$ cat config.mk
export PLATFORM = sky130hd
export DESIGN_NAME = muldiv_sequencer
export DESIGN_NICKNAME = d
export VERILOG_FILES = /design/src/rtl/muldiv_pkg.sv /design/src/rtl/muldiv_sequencer.sv
export SDC_FILE = /design/constraint.sdc
export NUM_CORES = 1
export LEC_CHECK = 0
export BUFFER_PORTS_ARGS = -buffer_cell sky130_fd_sc_hd__buf_2
export CORE_MARGIN = 2
export CORE_UTILIZATION = 60
export CTS_BUF_LIST = sky130_fd_sc_hd__clkbuf_8
export DETAILED_ROUTE_END_ITERATION = 10
export PLACE_DENSITY = 0.92
export SYNTH_ARGS = -nofsm -noshare
export SYNTH_HDL_FRONTEND = slang
export SYNTH_SLANG_ARGS = --single-unit
$ cat constraint.sdc
create_clock -name clk -period 6.1 [get_ports clk]
set_clock_uncertainty 0.2 [all_clocks]
set_input_delay 0.915 -clock clk [delete_from_list [all_inputs] [get_ports clk]]
set_output_delay 0.915 -clock clk [all_outputs]
set_load 0.01 [all_outputs]
$ cat src/rtl/muldiv_pkg.sv
// Shared types and helpers for the RV32M iterative multiply/divide unit.
package muldiv_pkg;

    typedef enum logic [2:0] {
        OP_MUL    = 3'b000,
        OP_MULH   = 3'b001,
        OP_MULHSU = 3'b010,
        OP_MULHU  = 3'b011,
        OP_DIV    = 3'b100,
        OP_DIVU   = 3'b101,
        OP_REM    = 3'b110,
        OP_REMU   = 3'b111
    } muldiv_op_e;

    typedef enum logic [1:0] {
        ST_IDLE,
        ST_CALC,
        ST_FIXUP,
        ST_DONE
    } muldiv_state_e;

    localparam logic [6:0] FUNCT7_MULDIV = 7'b0000001;

    // Wide enough for a 2*WIDTH product with WIDTH up to 64; callers size-cast in and out.
    localparam int NEG_W = 128;

    function automatic logic [NEG_W-1:0] neg(input logic [NEG_W-1:0] x);
        return ~x + NEG_W'(1);
    endfunction

    function automatic logic op_a_signed(input muldiv_op_e op);
        return (op != OP_MULHU) && (op != OP_DIVU) && (op != OP_REMU);
    endfunction

    function automatic logic op_b_signed(input muldiv_op_e op);
        return op_a_signed(op) && (op != OP_MULHSU);
    endfunction

endpackage

$ cat src/rtl/muldiv_sequencer.sv
// Iterative RV32M multiply/divide unit: one shift-add or restoring shift-subtract step per cycle,
// with sign fix-up after the last step and a single-cycle path for divide-by-zero and overflow.
module muldiv_sequencer
    import muldiv_pkg::*;
#(
    parameter int WIDTH = 32
) (
    input  logic             clk,
    input  logic             reset,
    input  logic             start,
    input  logic             flush,
    input  logic [2:0]       funct3,
    input  logic [WIDTH-1:0] op_a,
    input  logic [WIDTH-1:0] op_b,
    output logic             stall,
    output logic             busy,
    output logic             done,
    output logic [WIDTH-1:0] result
);

    localparam int CW = (WIDTH > 1) ? $clog2(WIDTH) : 1;
    localparam logic [WIDTH-1:0] MIN_NEG = {1'b1, {(WIDTH-1){1'b0}}};

    function automatic logic [WIDTH-1:0] neg_w(input logic [WIDTH-1:0] x);
        return WIDTH'(neg(NEG_W'(x)));
    endfunction

    function automatic logic [2*WIDTH-1:0] neg_2w(input logic [2*WIDTH-1:0] x);
        return (2*WIDTH)'(neg(NEG_W'(x)));
    endfunction

    muldiv_state_e      state;
    muldiv_op_e         op;
    logic [CW-1:0]      count;
    logic               res_neg;
    logic [2*WIDTH-1:0] acc;
    logic [WIDTH-1:0]   divisor;

    muldiv_op_e         req_op;
    logic               sign_a, sign_b, req_sign, req_div, div_zero, div_ovf;
    logic [WIDTH-1:0]   mag_a, mag_b, fast_res;

    assign req_op = muldiv_op_e'(funct3);

    // NOTE: every always_comb output gets a default on entry so no path can infer a latch.
    always_comb begin
        req_div  = funct3[2];
        sign_a   = op_a[WIDTH-1] & op_a_signed(req_op);
        sign_b   = op_b[WIDTH-1] & op_b_signed(req_op);
        mag_a    = sign_a ? neg_w(op_a) : op_a;
        mag_b    = sign_b ? neg_w(op_b) : op_b;
        // Remainder takes the dividend's sign; everything else the XOR of both.
        req_sign = (req_div && funct3[1]) ? sign_a : (sign_a ^ sign_b);
        div_zero = req_div && (op_b == '0);
        div_ovf  = req_div && !funct3[0] && (op_a == MIN_NEG) && (op_b == '1);
        fast_res = '0;
        if (div_zero) begin
            fast_res = funct3[1] ? op_a : '1;
        end else if (div_ovf) begin
            fast_res = funct3[1] ? '0 : op_a;
        end
    end

    logic [WIDTH:0]     mul_sum, rem_sh, rem_diff;
    logic [2*WIDTH-1:0] acc_next;

    always_comb begin
        mul_sum  = {1'b0, acc[2*WIDTH-1:WIDTH]} + (acc[0] ? {1'b0, divisor} : '0);
        rem_sh   = acc[2*WIDTH-1:WIDTH-1];
        rem_diff = rem_sh - {1'b0, divisor};
        if (op[2]) begin
            acc_next = rem_diff[WIDTH] ? {rem_sh[WIDTH-1:0], acc[WIDTH-2:0], 1'b0}
                                       : {rem_diff[WIDTH-1:0], acc[WIDTH-2:0], 1'b1};
        end else begin
            acc_next = {mul_sum, acc[WIDTH-1:1]};
        end
    end

    logic [2*WIDTH-1:0] prod_fix;
    logic [WIDTH-1:0]   quo_fix, rem_fix, fix_res;

    always_comb begin
        prod_fix = res_neg ? neg_2w(acc) : acc;
        quo_fix  = res_neg ? neg_w(acc[WIDTH-1:0]) : acc[WIDTH-1:0];
        rem_fix  = res_neg ? neg_w(acc[2*WIDTH-1:WIDTH]) : acc[2*WIDTH-1:WIDTH];
        case (op)
            OP_MUL:                       fix_res = prod_fix[WIDTH-1:0];
            OP_MULH, OP_MULHSU, OP_MULHU: fix_res = prod_fix[2*WIDTH-1:WIDTH];
            OP_DIV, OP_DIVU:              fix_res = quo_fix;
            default:                      fix_res = rem_fix;
        endcase
    end

    // NOTE: only control state and result are reset; the datapath registers are always
    // loaded at acceptance before being read, so resetting them buys nothing.
    always_ff @(posedge clk) begin
        if (reset) begin
            state  <= ST_IDLE;
            count  <= '0;
            result <= '0;
        end else if (flush) begin
            state <= ST_IDLE;
        end else begin
            case (state)
                ST_IDLE: begin
                    if (start) begin
                        op      <= req_op;
                        res_neg <= req_sign;
                        count   <= '0;
                        divisor <= mag_b;
                        acc     <= {{WIDTH{1'b0}}, mag_a};
                        if (div_zero || div_ovf) begin
                            result <= fast_res;
                            state  <= ST_DONE;
                        end else begin
                            state <= ST_CALC;
                        end
                    end
                end
                ST_CALC: begin
                    acc   <= acc_next;
                    count <= count + CW'(1);
                    if (count == CW'(WIDTH-1)) state <= ST_FIXUP;
                end
                ST_FIXUP: begin
                    result <= fix_res;
                    state  <= ST_DONE;
                end
                default: state <= ST_IDLE;
            endcase
        end
    end

    assign busy  = (state == ST_CALC) || (state == ST_FIXUP);
    assign done  = (state == ST_DONE);
    assign stall = !reset && (((state == ST_IDLE) && start && !flush) || busy);

endmodule

# After elaboration in Yosys (flattened, before gate mapping)
# Index checks and enable logic that the tools add are counted.
# word_totals
register_bits	139
input_bits	71
output_inout_bits	35
wordCells	98
# classes
n_addsub	8
eq_ne	18
muxes	25
n_bitwise	10
reduce_logical	30
# ops
cell	count
$mux 32	11
$mux 64	4
$add 32x1->32 const B	4
$not 32->32	4
$pmux 64 s2	1
$pmux 32 s3	1
$add 64x1->64 const B	1
$eq 32x32->1 const B	2
$not 64->64	1
$pmux 32 s2	1
$add 32x32->33	1
$sub 33x32->33	1
$logic_not 32->1	1
$reduce_and 4->1	3
$logic_and 1x1->1	11
$pmux 5 s2	1
$eq 3x2->1 const B	2
$eq 3x3->1 const B	2
$mux 2	3
$ne 2x2->1 const B	3
$ne 3x2->1 const B	2
$ne 3x3->1 const B	2
$pmux 2 s3	1
$add 5x1->5 const B	1
other kinds (18)	27

# Depth between registers and ports, before layout
# Gate-level depths: netlist (run 1).
# logic_depth
ltp_word	9
mapped_depth	14
ltp_nobuf	12

# Worst setup path before layout (run 1)
# Ideal clock, no wire load.
# synth_path
path_kind	input -> output
start	input port flush
end	output port stall
t_arrival_ns	3.902
required_ns	4.985
slack_ns	1.083
stages	3
path_buffers	1
path_cell_list	clkbuf_1 > nor3_1 > a21o_1
# synth_via
elab_chain_len	4
# synth_rtl
item	line	rtl
start, declared	muldiv_sequencer.sv:11	input logic flush,
$logic_not 1->1	muldiv_sequencer.sv:136	assign stall = !reset && (((state == ST_IDLE) && start && !flush) || busy);
$logic_and 1x1->1	muldiv_sequencer.sv:136	
$logic_or 1x1->1	muldiv_sequencer.sv:136	
$logic_and 1x1->1	muldiv_sequencer.sv:136	
end, declared	muldiv_sequencer.sv:15	output logic stall,
# Every way passes these cells.

# Worst setup path in the final report (run 1)
# layout_path
start	register acc[0]
end	register acc[59], data pin
# layout_via
elab_chain_len	4
# layout_rtl
item	line	rtl
start, declared	muldiv_sequencer.sv:36	logic [2*WIDTH-1:0] acc;
start signal, assigned	muldiv_sequencer.sv:111	acc <= {{WIDTH{1'b0}}, mag_a};
start signal, assigned	muldiv_sequencer.sv:121	acc <= acc_next;
$mux 32	muldiv_sequencer.sv:68	mul_sum = {1'b0, acc[2*WIDTH-1:WIDTH]} + (acc[0] ? {1'b0, divisor} : '0);
$add 32x32->33	muldiv_sequencer.sv:68	
$mux 64	muldiv_sequencer.sv:71	if (op[2]) begin
$pmux 64 s2	muldiv_sequencer.sv:104	case (state)
# Every way passes these cells.
# A chain may end at the register's enable or synchronous reset.

==> results of run 1 <==
kinds of logic (layout without fill, tap and decap cells):
group | count (synthesis) | after routing | share of synthesized area (%)
AOI/OAI and AO/OA | 538 | 538 | 25.8
xor gates and xnor gates | 180 | 180 | 11.4
adders and majority gates | 77 | 77 | 7.08
buffers and inverters | 165 | 220 | 4.94
DFF | 139 | 139 | 27.4
muxes | 62 | 62 | 4.52
and+or+nand+nor | 519 | 519 | 18.9
per-stage QoR:
stage               utilization [%]  setup slack [ns]  hold WS (ns)  instance area, µm²  power (mW)
finish                         65.4              1.45         0.274               14800        2.48
detailed placement             63.7              1.40         0.257               14400        1.70
floorplan                         -              1.08         0.281               13800        1.53
global route                   65.4              1.24         0.323               14800        2.56
CTS                            65.4              1.65         0.270               14800        2.45
global placement               63.7              1.53         0.243               14400        1.68
worst reg2reg max path: stages (launching register included):
cell and delay (ns):
edfxtp_1 0.47, inv_1 0.49, nor2_1 0.18, fa_1 0.50, a211oi_1 0.25, o21ai_0 0.20
o21a_1 0.25, nor3_1 0.48, o31ai_1 0.25, a221oi_1 0.49, o21ai_0 0.22, o32a_1 0.37
a21oi_1 0.15
flip-flops by register name, indices dropped and copies added, names as in the netlist:
| signal | count |
|---|---|
| acc | 64 |
| divisor | 32 |
| result | 32 |
| count | 5 |
| op | 3 |
| state | 2 |
| res_neg | 1 |
routing by layer:
metal	global-route usage, %	wire, µm	vias to the layer above
met2	54.3	19000	1016
met5	0	0	-
met4	13.1	1620	0
met3	7.11	5360	151
li1	-	-	6307
met1	47.4	16600	6400
path summary, 6_finish.rpt:
path	from	endpoint	slack, ns	cells after the start
max reg2reg	acc[0]	acc[59]	1.45	12
min	result[14]	result[14]	0.27	2
min reg2reg	result[14]	result[14]	0.27	2
max	acc[0]	acc[59]	1.45	12
layout by cell type (no fill, tap or decap), types with 19 or more instances in the layout:
cell and instances:
mux2i_1 59, nor2_1 201, inv_1 69, a21o_1 30
nor3_1 52, o22ai_1 34, dfxtp_1 39, ha_1 74
or3_1 23, o21ai_0 108, nand3_1 22, xor2_1 78
edfxtp_1 100, nand2_1 101, a21oi_1 146, buf_2 105
clkbuf_8 19, o31ai_1 37, o211ai_1 23, xnor2_1 102
area by class of cell:
| cell class | count | share of cell area [%] |
|---|---|---|
| Tap cell | 285 | 2.41 |
| Timing Repair Buffer | 118 | 4.21 |
| Multi-Input combinational cell | 1376 | 63.4 |
| Inverter | 70 | 1.77 |
| Clock inverter | 13 | 0.879 |
| Sequential cell | 139 | 25.5 |
| Clock buffer | 19 | 1.77 |
power by group through the flow:
stage	clock (mW)	combinational (mW)	sequential, mW
CTS	0.770	0.585	1.10
finish	0.775	0.602	1.10
detailed placement	0	0.579	1.12
floorplan	0	0.434	1.10
global route	0.810	0.652	1.10
global placement	0	0.562	1.12
==> summary.md, run 1 <==
### Synth
* **area of the mapped netlist** 13800 µm²
* **synthesis-stage register bit count** 139
* **number of distinct library cell variants in the gate-level netlist after synthesis** 92
* **most instantiated flip-flop cell in the synthesis netlist** edfxtp_1
* **library cell with the highest instance count after synthesis** nor2_1
* **register area share after synthesis** 27.4%
* **net count of the mapped netlist** 1828
* **largest cells by area after synthesis** edfxtp_1 (22%), ha_1 (6.8%), xnor2_1 (6.5%)
* **leading area contributor after synthesis** edfxtp_1
* **instance count of the mapped netlist** 1680
* **synthesized area per cell** 8.23 µm²
* **number of enable flip-flop cells after synthesis** 100
* **warnings from Yosys** 0
* **fraction of synthesized cell area taken by the top area cell type** 21.7%
* **fraction of registers with async set or reset after synthesis** 0%
* **top cell types by occurrence after synthesis** nor2_1 (202), a21oi_1 (146), o21ai_0 (109)

### Layout
* **Final #Nets** 1870
* **fill cell count** 1787
* **area of the multi-input gates** 9390 µm²
* **area grow syn2layout** 7.16%
* **count of non-filler cells in the finished layout** 2020
* **register cell area after layout** 3780 µm²
* **diode insertion count for antenna repair** 0
* **share of final-layout standard cells stronger than drive strength 1** 11.9%

### GRT
* **via count of the first global-routing pass** 12684
* **global router's overall resource usage** 34.7%
* **final global-route overflow total** 0
* **number of antenna violations at the first check in global routing** 0
* **pin count of the biggest net entering global routing** 75
* **wire length of the first global-routing pass** 67.0 mm

### Critical path
* **Worst Path Max Fanout** 17
* **crit-path most repeated cell** o21ai_0
* **Buf+Inv Stages, Crit Path** 1
* **worst stage delay on the critical path** 0.50 ns
* **endpoint kind of the worst setup timing path** flop
* **worst path arrival time** 4.76 ns
* **Setup CP Type** flop to flop
* **cell at the slowest stage of the critical path** fa_1
* **CP delay by family, top** compound AO/OA/AOI/OAI gates
* **crit-path cells** inv_1 > nor2_1 > fa_1 > a211oi_1 > o21ai_0 > o21a_1 > nor3_1 > o31ai_1 > a221oi_1 > o21ai_0 > o32a_1 > a21oi_1
* **kind of start point of the critical path** flop
* **Data required, critical path** 6.21 ns

### Power and ir drop
* **proportion of total power due to net switching** 33.6%
* **internal power** 1.64 mW
* **Clk pwr share** 31.3%
* **power density of the placed cells** 167 nW/µm²
* **net switching power of the design** 833 µW
* **fraction of power consumed by sequential logic** 44.4%
* **combinational cell fraction of total power** 24.3%
* **VDD IR-drop max** 0.138 mV
* **Pleak** 5.88 nW

### Floorplanning
* **Die Span Y** 156 µm
* **Initial Utilization** 61.0%
* **Die Outline Area** 24300 µm²
* **Placeable Area** 22600 µm²
* **number of rows in the core area** 55
* **die width** 156 µm
* **IO Pins** 106

### STA
* **highest clock frequency the design can meet** 0.215 GHz
* **Slew headroom** 27.8%
* **aggregate negative setup slack** 0 ns
* **Slew @ Worst Pin** 1.08 ns
* **final hold violations** 0
* **Final setup violation count** 0
* **final-report max-slew violation count** 0
* **unrepaired setup endpoints after global routing** false
* **min Tclk post-route** 4.65 ns
* **final clock period utilization by the worst path** 76.2%

### Status
* **result of the run** complete, no violations

### Drt
* **Detailed Routing Iterations Pass 1** 7
* **total wirelength of the detailed-routed design** 42.6 mm
* **DRC violation count after routing** 0
* **vias per inst** 6.87
* **Vias** 13874
* **drt wl/cell** 21.1 µm
* **count of nets left with antenna violations after detail routing** 0
* **violation count after the first detailed-route iteration** 2133

### CTS
* **number of buffers added for setup after CTS** 0
* **number of buffers added by the clock tree synthesis step** 17
* **clock latency at the later pin of the worst-skew pair** 0.47 ns
* **clock-pin slew reported for the worst setup and hold paths after clock tree synthesis** 0.09 ns
* **post-cts hold buffer count** 0
* **H-tree Lvls** 4
* **CTS tree** done
* **largest buffer count on any clock path** 2
* **Sinks on Clock Net** 139
* **number of gates given a new drive strength after cts** 0
* **root buf cell** clkbuf_8

### Placed design
* **count of buffers inserted at the top-level ports** 105
* **detailed-placement wirelength estimate** 31.7 mm
* **final estimated routing congestion in global placement** 0.962
* **placed instance count** 1988

### Job
* **reported max-cap violation count** 0

### Min path
* **worst min path class** flop to flop

(Power assumes the default switching activity.)
==> inputs of run 2 (changes only) <==
Settings changed: CORE_UTILIZATION 60 to 57, PLACE_DENSITY 0.92 to 0.91.
Clock period 6.1 ns to 3.95 ns, I/O delays scaled along.
==> run 2 against run 1 <==
Effect of this change:
- sequential cell count stayed put
- largest cell class unchanged
- clock power is 52% higher
- cell count is 4.7% higher
- non-clock buffer count increased by 60
==> summary.md, run 2 (same netlist as run 1, synthesis figures left out) <==
### CTS
* **number of buffers added by the clock tree synthesis step** 17
* **root buf cell** clkbuf_8
* **clock-pin slew reported for the worst setup and hold paths after clock tree synthesis** 0.10 ns
* **Sinks on Clock Net** 139
* **largest buffer count on any clock path** 2
* **H-tree Lvls** 4
* **CTS tree** done
* **clock latency at the later pin of the worst-skew pair** 0.48 ns

### STA
* **Worst Slack Setup Final** 0.0573 ns
* **aggregate negative setup slack** 0 ns
* **Slew headroom** 38.7%
* **final hold violations** 0
* **Slew @ Worst Pin** 0.917 ns
* **min Tclk post-route** 3.89 ns
* **highest clock frequency the design can meet** 0.257 GHz
* **final clock period utilization by the worst path** 98.5%
* **Final setup violation count** 0
* **final-report max-slew violation count** 0

### Job
* **reported max-cap violation count** 0

### Power and ir drop
* **VDD IR-drop max** 0.210 mV
* **Pleak** 6.20 nW
* **power density of the placed cells** 250 nW/µm²

### Layout
* **Final #Nets** 1930
* **area of the multi-input gates** 9430 µm²
* **area grow syn2layout** 11.3%
* **most frequent standard cell in the layout excluding fill and tap cells** nor2_1
* **Largest Register** acc
* **fill cell count** 1898
* **most frequent cells in the layout** nor2_1 (201), a21oi_1 (146), o21ai_0 (105), buf_2 (105), xnor2_1 (102)
* **register cell area after layout** 3780 µm²
* **post-route standard cell area excluding fillers** 15400 µm²
* **Regs by FF count** acc (64), divisor (32), result (32)
* **share of final-layout standard cells stronger than drive strength 1** 15.0%
* **number of flip-flops under the largest register name** 64

### Critical path
* **worst setup slack for register-to-register paths** 0.06 ns
* **worst path arrival time** 4.01 ns
* **Setup CP Type** flop to flop
* **Worst Path Max Fanout** 4
* **cells on worst reg2reg path** 12
* **endpoint kind of the worst setup timing path** flop
* **Data required, critical path** 4.07 ns
* **capture instance of the worst register-to-register path** acc[59]
* **Critical R2R Launch** acc[0]
* **Worst Setup SP** acc[0]
* **kind of start point of the critical path** flop

### Drt
* **Vias** 14210
* **vias per inst** 6.72
* **Detailed Routing Iterations Pass 1** 7
* **total wirelength of the detailed-routed design** 44.4 mm
* **count of nets left with antenna violations after detail routing** 0
* **violation count after the first detailed-route iteration** 1942
* **DRC violation count after routing** 0
* **drt wl/cell** 21.0 µm

### Floorplanning
* **Initial Utilization** 58.5%
* **die width** 160 µm
* **Placeable Area** 23600 µm²
* **Die Outline Area** 25500 µm²
* **number of rows in the core area** 56
* **Die Span Y** 160 µm
* **IO Pins** 106

### GRT
* **global router's overall resource usage** 33.7%
* **number of antenna violations at the first check in global routing** 1
* **wire length of the first global-routing pass** 69.6 mm
* **via count of the first global-routing pass** 13307
* **final global-route overflow total** 0
* **pin count of the biggest net entering global routing** 75

### Placed design
* **Setup Slack @ Placement** -0.0627 ns
* **count of buffers inserted at the top-level ports** 105
* **cell area reported after detailed placement** 15000 µm²
* **detailed-placement wirelength estimate** 33.3 mm
* **final estimated routing congestion in global placement** 1.03

### Min path
* **worst min path class** input pin to flop
* **Worst Hold Launch** funct3[0]
* **number of cells on the worst hold path** 1
* **terminating pin of the worst hold path** op[0]

### Status
* **result of the run** complete, no violations

run 2: final cells by class:
type / instances / area share (%)
antenna: 1 / 0.0163
timing repair buffer: 178 / 7.31
clock buffer: 17 / 1.52
inverter: 70 / 1.71
tap: 319 / 2.60
multi-input combinational: 1376 / 61.3
sequential: 139 / 24.6
clock inverter: 15 / 0.895
run 2: layer usage:
layer	wire, µm	track usage [%]	vias to the layer above
li1	-	-	6437
met1	17500	44.7	6563
met2	19300	50.9	1011
met3	5440	8.91	199
met4	2240	16.8	0
met5	0	0	-
run 2: how the worst max path moves through the flow:
stage	endpoint	slack, ns
final	acc[59]	0.06
after global routing	acc[62]	-0.09
after global placement	acc[63]	0.10
after CTS	acc[63]	0.02
after floorplan	acc[62]	0.45
after detailed placement	acc[63]	-0.06
run 2: report_power, final:
part           internal [mW]  leakage [nW]  switching (mW)
combinational          0.391          4.77           0.601
sequential              1.63          1.24          0.0472
clock                  0.510         0.195           0.669
run 2: per-stage QoR:
stage | utilization, % | power [mW] | std cells | hold WS [ns]
final | 65.1 | 3.85 | 2115 | 0.136
after global placement | 63.4 | 2.62 | 2082 | 0.243
after detailed placement | 63.4 | 2.66 | 2082 | 0.281
after global routing | 65.1 | 3.98 | 2114 | 0.127
after CTS | 65.0 | 3.81 | 2114 | 0.123
after floorplan | - | 2.37 | 1680 | 0.281
run 2: worst max-delay path: stages, from the launching register on:
cell and delay, ns:
edfxtp_1 0.45, and2_1 0.17, ha_1 0.22, fa_1 0.45, a211oi_1 0.32, o21ai_1 0.19
o21a_1 0.25, nor3_2 0.33, o31ai_2 0.17, a221oi_2 0.34, o21ai_0 0.15, o32a_1 0.35
a21oi_1 0.12
run 2: timing repair:
item / CTS / global route
resized for setup: 1 / 8
setup buffers: 0 / 0
hold buffers: 0 / 0
endpoints found under the setup margin: 3 / 9
hold endpoints to repair: 0 / 0
pin swaps: 0 / 1
